$ cat config.mk
export PLATFORM = sky130hd
export DESIGN_NAME = weight_accum
export DESIGN_NICKNAME = d
export VERILOG_FILES = /design/src/rtl/center_pkg.sv /design/src/rtl/point_mac.sv /design/src/rtl/weight_accum.sv
export SDC_FILE = /design/constraint.sdc
export NUM_CORES = 1
export LEC_CHECK = 0
export CORE_MARGIN = 1.5
export CORE_UTILIZATION = 35
export CTS_CLUSTER_DIAMETER = 60
export DETAILED_ROUTE_END_ITERATION = 8
export HOLD_SLACK_MARGIN = 0.05
export RECOVER_POWER = 25
export SLEW_MARGIN = 25
export SYNTH_ARGS = -nofsm -noshare
export SYNTH_HDL_FRONTEND = slang
export SYNTH_SLANG_ARGS = --single-unit
$ cat constraint.sdc
create_clock -name clk -period 5.6 [get_ports clk]
set_clock_uncertainty 0.05 [all_clocks]
set_input_delay 1.12 -clock clk [delete_from_list [all_inputs] [get_ports clk]]
set_output_delay 1.12 -clock clk [all_outputs]
set_load 0.03 [all_outputs]
$ cat src/rtl/center_pkg.sv
// center_pkg
// Shared constants and the accumulator FSM state type for the centroid
// weight-accumulation slice.
//   NPTS     : points accumulated per job
//   COORD_W  : coordinate width
//   WGT_W    : weight width
//   SUMXY_W  : width of the x*w and y*w accumulators
//   SUMW_W   : width of the weight accumulator
//   state_t  : IDLE (waiting for start), ACC (one point per edge), DONE (result held)
package center_pkg;

   localparam int NPTS    = 6;
   localparam int COORD_W = 8;
   localparam int WGT_W   = 4;
   localparam int SUMXY_W = 15;
   localparam int SUMW_W  = 7;

   typedef enum logic [1:0] {
      IDLE = 2'd0,
      ACC  = 2'd1,
      DONE = 2'd2
   } state_t;

endpackage

$ cat src/rtl/point_mac.sv
// point_mac
// Single multiply-accumulate step: sum = acc + coord * weight.
// The product is kept at full precision (COORD_W+WGT_W bits) and then
// zero-extended to the accumulator width before the add.
//   coord  : unsigned coordinate of the current point
//   weight : unsigned weight of the current point
//   acc    : running accumulator value
//   sum    : acc plus this point's weighted coordinate
module point_mac #(
   parameter int COORD_W = 8,
   parameter int WGT_W   = 4,
   parameter int ACC_W   = 15
) (
   input  logic [COORD_W-1:0] coord,
   input  logic [WGT_W-1:0]   weight,
   input  logic [ACC_W-1:0]   acc,
   output logic [ACC_W-1:0]   sum
);

   logic [COORD_W+WGT_W-1:0] prod;

   // Full-width product, then widen to the accumulator for the add
   assign prod = coord * weight;
   assign sum  = acc + ACC_W'(prod);

endmodule

$ cat src/rtl/weight_accum.sv
// weight_accum
// Accumulates sum(x*w), sum(y*w) and sum(w) over a job of NPTS points,
// one point per clock, and holds the result for a ready/valid consumer.
//   clk        : clock, rising edge
//   RESET      : asynchronous active-low reset
//   x0..x5     : point x coordinates (latched on the accepted start edge)
//   y0..y5     : point y coordinates (latched on the accepted start edge)
//   w0..w5     : point weights (latched on the accepted start edge)
//   start      : job request, only looked at in IDLE
//   busy       : high whenever the FSM is not in IDLE
//   sumxw      : sum of x*w
//   sumyw      : sum of y*w
//   sumw       : sum of w
//   zero_w     : high when sumw is zero
//   out_valid  : result available (DONE state)
//   out_ready  : consumer accepts the result
module weight_accum #(
   parameter int NPTS    = center_pkg::NPTS,
   parameter int COORD_W = center_pkg::COORD_W,
   parameter int WGT_W   = center_pkg::WGT_W
) (
   input  logic                           clk,
   input  logic                           RESET,
   input  logic [COORD_W-1:0]             x0,
   input  logic [COORD_W-1:0]             x1,
   input  logic [COORD_W-1:0]             x2,
   input  logic [COORD_W-1:0]             x3,
   input  logic [COORD_W-1:0]             x4,
   input  logic [COORD_W-1:0]             x5,
   input  logic [COORD_W-1:0]             y0,
   input  logic [COORD_W-1:0]             y1,
   input  logic [COORD_W-1:0]             y2,
   input  logic [COORD_W-1:0]             y3,
   input  logic [COORD_W-1:0]             y4,
   input  logic [COORD_W-1:0]             y5,
   input  logic [WGT_W-1:0]               w0,
   input  logic [WGT_W-1:0]               w1,
   input  logic [WGT_W-1:0]               w2,
   input  logic [WGT_W-1:0]               w3,
   input  logic [WGT_W-1:0]               w4,
   input  logic [WGT_W-1:0]               w5,
   input  logic                           start,
   output logic                           busy,
   output logic [center_pkg::SUMXY_W-1:0] sumxw,
   output logic [center_pkg::SUMXY_W-1:0] sumyw,
   output logic [center_pkg::SUMW_W-1:0]  sumw,
   output logic                           zero_w,
   output logic                           out_valid,
   input  logic                           out_ready
);

   import center_pkg::*;

   localparam int IDX_W = $clog2(NPTS);
   localparam logic [IDX_W-1:0] LAST_IDX = IDX_W'(NPTS - 1);

   state_t state;
   state_t state_next;

   logic [IDX_W-1:0]   idx;
   logic [COORD_W-1:0] x_in  [NPTS];
   logic [COORD_W-1:0] y_in  [NPTS];
   logic [WGT_W-1:0]   w_in  [NPTS];
   logic [COORD_W-1:0] x_lat [NPTS];
   logic [COORD_W-1:0] y_lat [NPTS];
   logic [WGT_W-1:0]   w_lat [NPTS];

   logic [COORD_W-1:0] cur_x;
   logic [COORD_W-1:0] cur_y;
   logic [WGT_W-1:0]   cur_w;
   logic [SUMXY_W-1:0] next_sumxw;
   logic [SUMXY_W-1:0] next_sumyw;

   assign x_in = '{x0, x1, x2, x3, x4, x5};
   assign y_in = '{y0, y1, y2, y3, y4, y5};
   assign w_in = '{w0, w1, w2, w3, w4, w5};

   // Point-select mux: the operands of the point being accumulated this cycle
   // always come from the latched copy, so the live inputs are free to change
   // once a job has been accepted.
   assign cur_x = x_lat[idx];
   assign cur_y = y_lat[idx];
   assign cur_w = w_lat[idx];

   point_mac #(
      .COORD_W (COORD_W),
      .WGT_W   (WGT_W),
      .ACC_W   (SUMXY_W)
   ) u_mac_x (
      .coord  (cur_x),
      .weight (cur_w),
      .acc    (sumxw),
      .sum    (next_sumxw)
   );

   point_mac #(
      .COORD_W (COORD_W),
      .WGT_W   (WGT_W),
      .ACC_W   (SUMXY_W)
   ) u_mac_y (
      .coord  (cur_y),
      .weight (cur_w),
      .acc    (sumyw),
      .sum    (next_sumyw)
   );

   // State register; reset drops straight back to IDLE and abandons any job
   always_ff @(posedge clk or negedge RESET) begin
      if (!RESET) begin
         state <= IDLE;
      end else begin
         state <= state_next;
      end
   end

   // Next-state logic: start is only honoured in IDLE, ACC runs exactly NPTS
   // edges, and DONE waits for the consumer's handshake
   always_comb begin
      state_next = state;
      case (state)
         IDLE: begin
            if (start) begin
               state_next = ACC;
            end
         end
         ACC: begin
            if (idx == LAST_IDX) begin
               state_next = DONE;
            end
         end
         DONE: begin
            if (out_ready) begin
               state_next = IDLE;
            end
         end
         default: state_next = IDLE;
      endcase
   end

   // Operand latch and accumulators. The accepted start edge snapshots all
   // points and clears the sums; each ACC edge folds in one point. Outside
   // those two cases everything holds, which keeps the result stable through
   // DONE and on into IDLE until the next job clears it. idx wraps back to 0
   // on the last point so it never selects past the operand array.
   always_ff @(posedge clk or negedge RESET) begin
      if (!RESET) begin
         idx   <= '0;
         sumxw <= '0;
         sumyw <= '0;
         sumw  <= '0;
         for (int i = 0; i < NPTS; i++) begin
            x_lat[i] <= '0;
            y_lat[i] <= '0;
            w_lat[i] <= '0;
         end
      end else begin
         case (state)
            IDLE: begin
               if (start) begin
                  idx   <= '0;
                  sumxw <= '0;
                  sumyw <= '0;
                  sumw  <= '0;
                  for (int i = 0; i < NPTS; i++) begin
                     x_lat[i] <= x_in[i];
                     y_lat[i] <= y_in[i];
                     w_lat[i] <= w_in[i];
                  end
               end
            end
            ACC: begin
               sumxw <= next_sumxw;
               sumyw <= next_sumyw;
               sumw  <= sumw + SUMW_W'(cur_w);
               idx   <= (idx == LAST_IDX) ? '0 : idx + 1'b1;
            end
            default: begin
            end
         endcase
      end
   end

   assign busy      = (state != IDLE);
   assign out_valid = (state == DONE);
   assign zero_w    = (sumw == '0);

endmodule

==> results of run 1 <==
==> Yosys cell counts, types with 3 or more instances <==
cell      count  share of area (%)
fa_1         43                8.6
o21ai_0      39                1.9
mux2_2       21                2.4
buf_2         6               0.30
xnor2_1       9               0.79
a21o_1       10               0.75
inv_1       105                3.9
a22oi_2      13                1.6
nand4_1       4               0.25
nand3_1      26                1.3
dfrtp_1     162                 40
a31oi_1       4               0.25
o211ai_1      5               0.37
a21oi_1      19               0.95
nor2b_1       6               0.37
a22oi_4       4               0.85
and3_1        3               0.19
and2_1        3               0.19
xor2_1       12                1.0
ha_1         48                6.0
or2_1         6               0.37
mux4_2       18                4.0
nand2_1     396                 15
buf_6         8               0.90
o31ai_1       3               0.22
buf_1         4               0.15
nor2_1       67                2.5
a22oi_1       4               0.30
clkbuf_1     33                1.2
mux2i_1       4               0.40
==> state kept, by name, summed over array words and instances (netlist names) <==
register,count
idx,3
state,2
sumw,7
sumxw,15
sumyw,15
w_lat,24
x_lat,48
y_lat,48
==> worst max-delay path, cell delays in order, from the launching register on <==
cell and delay (ns):
dfrtp_2 0.45, buf_12 0.26, mux4_2 0.56, a22oi_4 0.49, or2_2 0.22, fa_1 0.41, fa_1 0.52, fa_1 0.53
inv_1 0.05, ha_1 0.33, nor2b_1 0.20, o2111ai_1 0.15, a31oi_1 0.26, a21oi_1 0.14, o22ai_1 0.18, mux2i_1 0.20
==> area by class of cell <==
cell class	count	area (um^2)
clock buffer	19	432.9
clock inverter	13	160.2
fill	2768	15410
inverter	106	397.9
multi-input combinational	792	5298
sequential	162	4055
tap	378	473.0
timing repair buffer	179	1779
==> cells by family after synthesis <==
| kind of cell | count (synthesis) | synth area share, % |
|---|---|---|
| xor gates and xnor gates | 21 | 1.833 |
| and+or+nand+nor | 519 | 20.49 |
| adders and majority gates | 91 | 14.57 |
| AOI/OAI and AO/OA | 116 | 8.492 |
| DFF | 162 | 40.40 |
| buffers and inverters | 160 | 6.896 |
| muxes | 45 | 7.320 |
==> path summary, 6_finish.rpt <==
check	endpoint	cells past startpoint	slack, ns	start
max	sumxw[13]$_DFFE_PN0P_	15	0.48	idx[0]$_DFFE_PN0P_
min	x_lat[16]$_DFFE_PN0P_	2	0.42	x_lat[16]$_DFFE_PN0P_
max reg2reg	sumxw[13]$_DFFE_PN0P_	15	0.48	idx[0]$_DFFE_PN0P_
min reg2reg	x_lat[16]$_DFFE_PN0P_	2	0.42	x_lat[16]$_DFFE_PN0P_
max in group asynchronous	idx[0]$_DFFE_PN0P_	1	2.27	RESET
min in group asynchronous	y_lat[11]$_DFFE_PN0P_	1	1.47	RESET
==> per-layer routing <==
metal,up-vias,track usage (%),share of wire (%)
li1,3847,-,-
met1,3788,24.68,49
met2,167,29.93,47
met3,9,3.273,3.4
met4,0,3.214,0.56
met5,-,0,0
==> cell usage in the layout, fill, tap and decap left out, drive strengths merged, types with 3 or more instances in the layout <==
cell type,instances
nand2,396
dfrtp,162
clkdlybuf4s50,161
inv,116
nor2,68
ha,48
fa,43
o21ai,40
nand3,26
mux2,21
a22oi,21
mux4,20
clkbuf,20
a21oi,19
buf,16
xor2,12
a21o,10
xnor2,9
or2,8
nor2b,6
o211ai,5
a31oi,4
nand4,4
mux2i,4
and3,3
o31ai,3
and2,3
==> stage by stage <==
step,cell area (um^2),setup slack (ns)
2_1_floorplan,10030,1.138
3_3_place_gp,11980,0.5189
3_5_place_dp,11980,0.4351
4_1_cts,12570,0.4135
5_1_grt,12600,0.1344
6_report,12600,0.4781
==> metrics.txt, run 1 <==
status finished, violations left; failing checks capacitance limit, slew limit; Starting Density 35.82%; CTS root buffer clkbuf_16; setup repair bufs after CTS 0; largest net degree at the start of global routing between 100 and 150; RePlAce Congestion 0.8248; post-synthesis sequential area ratio 40.40%; htree depth 4; post-layout min period 5.122 ns; critical path class flip-flop to flip-flop; die height 172.3 um; Worst Path Arrival 5.42 ns; Max-Slew Margin vs Limit -78.79%; Least-Margin Pin Slew 2.682 ns; I/O pin total 164; Hold Fails Final Rpt 0; # port buffers 163; CP endpoint kind flip-flop; Nets about 1500; Netlist cell types 52; first-pass GRT wire length 41.19 mm; Mapped Area 10030 um^2; vias 7811; total grt overflow 0; initial antenna violation count 0; Critical Path RT 5.90 ns; post-cts sizing count 0; final worst-path cycle share 91.46%; TritonCTS Buffers 17; antenna cells 0; critical-path maximum fanout 33; final core occ about 45%; cell count after synthesis 1114; Yosys reg bits 162; Mapped Nets 1329; hold_buf cts 0; CP Launch Type flip-flop; setup_tns 0 ns; post-route antenna net violation count 0; vias in the first global route roughly 8000; row count 61; EDFF count, synth 0; Die Area ~30000 um^2; RSZ-0062 raised after global routing no; layout cells sized above 1 8.733%; Yosys Warn Count 0; initial DRC count 496; clock sink count 162; Hold Slack 0.4222 ns; DRC violations left 0; Worst-Skew Late Latency 0.43 ns; Tot GR Track Use 17.99%; Post-Route WL 25.17 mm; area grow syn2layout 25.54%; Core Region between 20000 and 30000 um^2; clock buffer depth 2; Setup Viol. Count Final 0; DIE WIDTH 172.3 um; vias per cell around 4.7; most used flip-flop cell after synthesis dfrtp_1; dpl cells roughly 1600; Post-Syn Area per Cell about 9.0 um^2; Wirelength per Cell 15.26 um; Non-Filler Instances 1649; TritonCTS clock tree yes; asr flop ratio synth 100.0%; Max Clk Rate 195.2 MHz; clock slew at reported path FFs 0.07 ns; HP Class flip-flop to flip-flop; max-cap viol count 1; Max Slew Vio Count 105; TritonRoute pass-1 iters 5; post-detail-place hpwl 18.31 mm
Power of run 1 is left out: the tool's default activity adds up to more than one toggle a clock period on the data nets, which glitch-free logic cannot reach.
==> run 2, diff against run 1 <==
--- a/config.mk
+++ b/config.mk
@@ -7,7 +7,8 @@
 export LEC_CHECK = 0
 export CORE_MARGIN = 1.5
 export CORE_UTILIZATION = 35
-export CTS_CLUSTER_DIAMETER = 60
+export CTS_BUF_LIST = sky130_fd_sc_hd__clkbuf_4 sky130_fd_sc_hd__clkbuf_8
+export CTS_CLUSTER_DIAMETER = 120
 export DETAILED_ROUTE_END_ITERATION = 8
 export HOLD_SLACK_MARGIN = 0.05
 export RECOVER_POWER = 25
==> run 2 against run 1 <==
Effect of this change:
- the run still ends with capacitance limit, slew limit left
- clock-buffer cell count unchanged
- via count up 0.10%
- flip-flop and latch count unchanged
- routed wire length down 0.36%
- first-iteration DRC count up 0.60%
- global-route usage about the same
- utilization down 0.66 points
- non-clock buffer count unchanged
- hold slack better by 0.0067 ns
- design area down 1.5%
- register-to-register slack about the same
- critical path depth unchanged
- critical endpoint unchanged
==> metrics.txt, run 2 (synthesis gave the netlist of run 1 again) <==
status finished, violations left; failing checks capacitance limit, slew limit; Max Slew Vio Count 105 (unchanged); layout cells sized above 1 8.891% (+0.16 points); post-cts sizing count 0 (unchanged); clock slew at reported path FFs 0.10 ns (+0.03 ns); CTS root buffer clkbuf_8; hold_buf cts 0 (unchanged); Setup Viol. Count Final 0 (unchanged); Regs by FF count x_lat x48, y_lat x48, w_lat x24; CP Launch Type flip-flop; max-cap viol count 1 (unchanged); post-detail-place hpwl 18.31 mm (unchanged); Least-Margin Pin Slew 2.656 ns (-0.02572 ns); RSZ-0062 raised after global routing no; Die Area 29690 um^2 (unchanged); post-route antenna net violation count 0 (unchanged); vias 7819 (+0.10%); clock buffer depth 2 (unchanged); Tot GR Track Use 18.02% (+0.032 points); die height 172.3 um (unchanged); first-pass GRT wire length 41.18 mm (about the same); total grt overflow 0 (unchanged); Max Clk Rate 195.3 MHz (about the same); Starting Density 35.82% (unchanged); Worst Path Arrival 5.46 ns (+0.04 ns); critical-path maximum fanout 33 (unchanged); I/O pin total 164 (unchanged); TritonRoute pass-1 iters 5 (unchanged); Nets 1473 (unchanged); setup_tns 0 ns (unchanged); critical path class flip-flop to flip-flop; DRC violations left 0 (unchanged); most common cell after layout, fill and taps aside nand2_1; initial antenna violation count 0 (unchanged); clock sink count 162 (unchanged); DIE WIDTH 172.3 um (unchanged); RePlAce Congestion 0.8248 (unchanged); Layout fillers 2789 (+0.76%); vias per cell 4.742 (+0.10%); initial DRC count 499 (+0.60%); most frequent cells in the layout 395 x nand2_1, 162 x clkdlybuf4s50_1, 161 x dfrtp_1, 105 x inv_1, 67 x nor2_1; row count 61 (unchanged); # port buffers 163 (unchanged); vias in the first global route 7981 (-0.20%); HP Class flip-flop to flip-flop; largest net degree at the start of global routing 105 (unchanged); htree depth 4 (unchanged); Worst-Skew Late Latency 0.47 ns (+0.04 ns); Post-Route WL 25.08 mm (-0.36%); antenna cells 0 (unchanged); Core Region 28010 um^2 (unchanged); final worst-path cycle share 91.44% (about the same); setup repair bufs after CTS 0 (unchanged); Critical Path RT 5.93 ns (+0.03 ns); post-layout min period 5.121 ns (-0.001197 ns); Max-Slew Margin vs Limit -77.07% (+1.7 points); TritonCTS clock tree yes; CP endpoint kind flip-flop; Hold Fails Final Rpt 0 (unchanged); Wirelength per Cell 15.21 um (-0.36%); area grow syn2layout 23.71%; TritonCTS Buffers 17 (unchanged)
[run 2: cell types whose count changed in the layout (fill, tap and decap cells not counted), sizes merged]
cell	delta
dlygate4sd3	-1
clkdlybuf4s50	+1
[run 2: worst paths after layout]
| check | startpoint | to | slack (ns) | cells after the start |
|---|---|---|---|---|
| worst max-delay path | idx[0]$_DFFE_PN0P_ | sumxw[13]$_DFFE_PN0P_ | 0.48 | 15 |
| worst min-delay path | x_lat[16]$_DFFE_PN0P_ | x_lat[16]$_DFFE_PN0P_ | 0.43 | 2 |
| worst max register to register | idx[0]$_DFFE_PN0P_ | sumxw[13]$_DFFE_PN0P_ | 0.48 | 15 |
| worst min register to register | x_lat[16]$_DFFE_PN0P_ | x_lat[16]$_DFFE_PN0P_ | 0.43 | 2 |
| max in group asynchronous | RESET | idx[0]$_DFFE_PN0P_ | 2.35 | 1 |
| min in group asynchronous | RESET | y_lat[11]$_DFFE_PN0P_ | 1.42 | 1 |
[run 2: layout make-up]
class / count / area [um^2] / area share [%]
sequential: 162 / 4055 / 32.67
tap: 378 / 473.0 / 3.810
inverter: 106 / 397.9 / 3.206
clock buffer: 19 / 249.0 / 2.006
multi-input combinational: 792 / 5298 / 42.68
clock inverter: 13 / 160.2 / 1.290
timing repair buffer: 179 / 1779 / 14.33
[run 2: stage by stage]
step	util (%)	setup WS [ns]	area, um^2	hold slack [ns]	std cells
2_1_floorplan	-	1.138	10030	0.3873	1114
3_3_place_gp	42.77	0.5189	11980	0.4032	1616
3_5_place_dp	42.77	0.4351	11980	0.4082	1616
4_1_cts	44.24	0.4046	12390	0.4318	1648
5_1_grt	44.31	0.1264	12410	0.4486	1649
6_report	44.31	0.4793	12410	0.4290	1649
[run 2: layer usage]
metal	part of all wire [%]	global-route usage (%)	vias to the layer above
met1	48	24.66	3765
met3	4.2	3.136	14
met5	0	0	-
met4	0.85	3.894	0
met2	47	29.86	190
li1	-	-	3850
[run 2: critical path, cell delays in order (launching register included)]
cell and delay [ns]:
dfrtp_2 0.47, buf_12 0.26, mux4_2 0.56, a22oi_4 0.49
or2_2 0.22, fa_1 0.41, fa_1 0.52, fa_1 0.53
inv_1 0.05, ha_1 0.33, nor2b_1 0.20, o2111ai_1 0.14
a31oi_1 0.26, a21oi_1 0.15, o22ai_1 0.19, mux2i_1 0.20
Power of run 2 is left out for the same reason.
==> run 3, diff against run 2 <==
--- a/config.mk
+++ b/config.mk
@@ -12,6 +12,7 @@
 export DETAILED_ROUTE_END_ITERATION = 8
 export HOLD_SLACK_MARGIN = 0.05
 export RECOVER_POWER = 25
+export SKIP_LAST_GASP = 1
 export SLEW_MARGIN = 25
 export SYNTH_ARGS = -nofsm -noshare
 export SYNTH_HDL_FRONTEND = slang
==> results of run 3 <==
Same layout as run 2: the final DEF is identical, and so are final timing and power.
Power of run 3 is left out for the same reason.
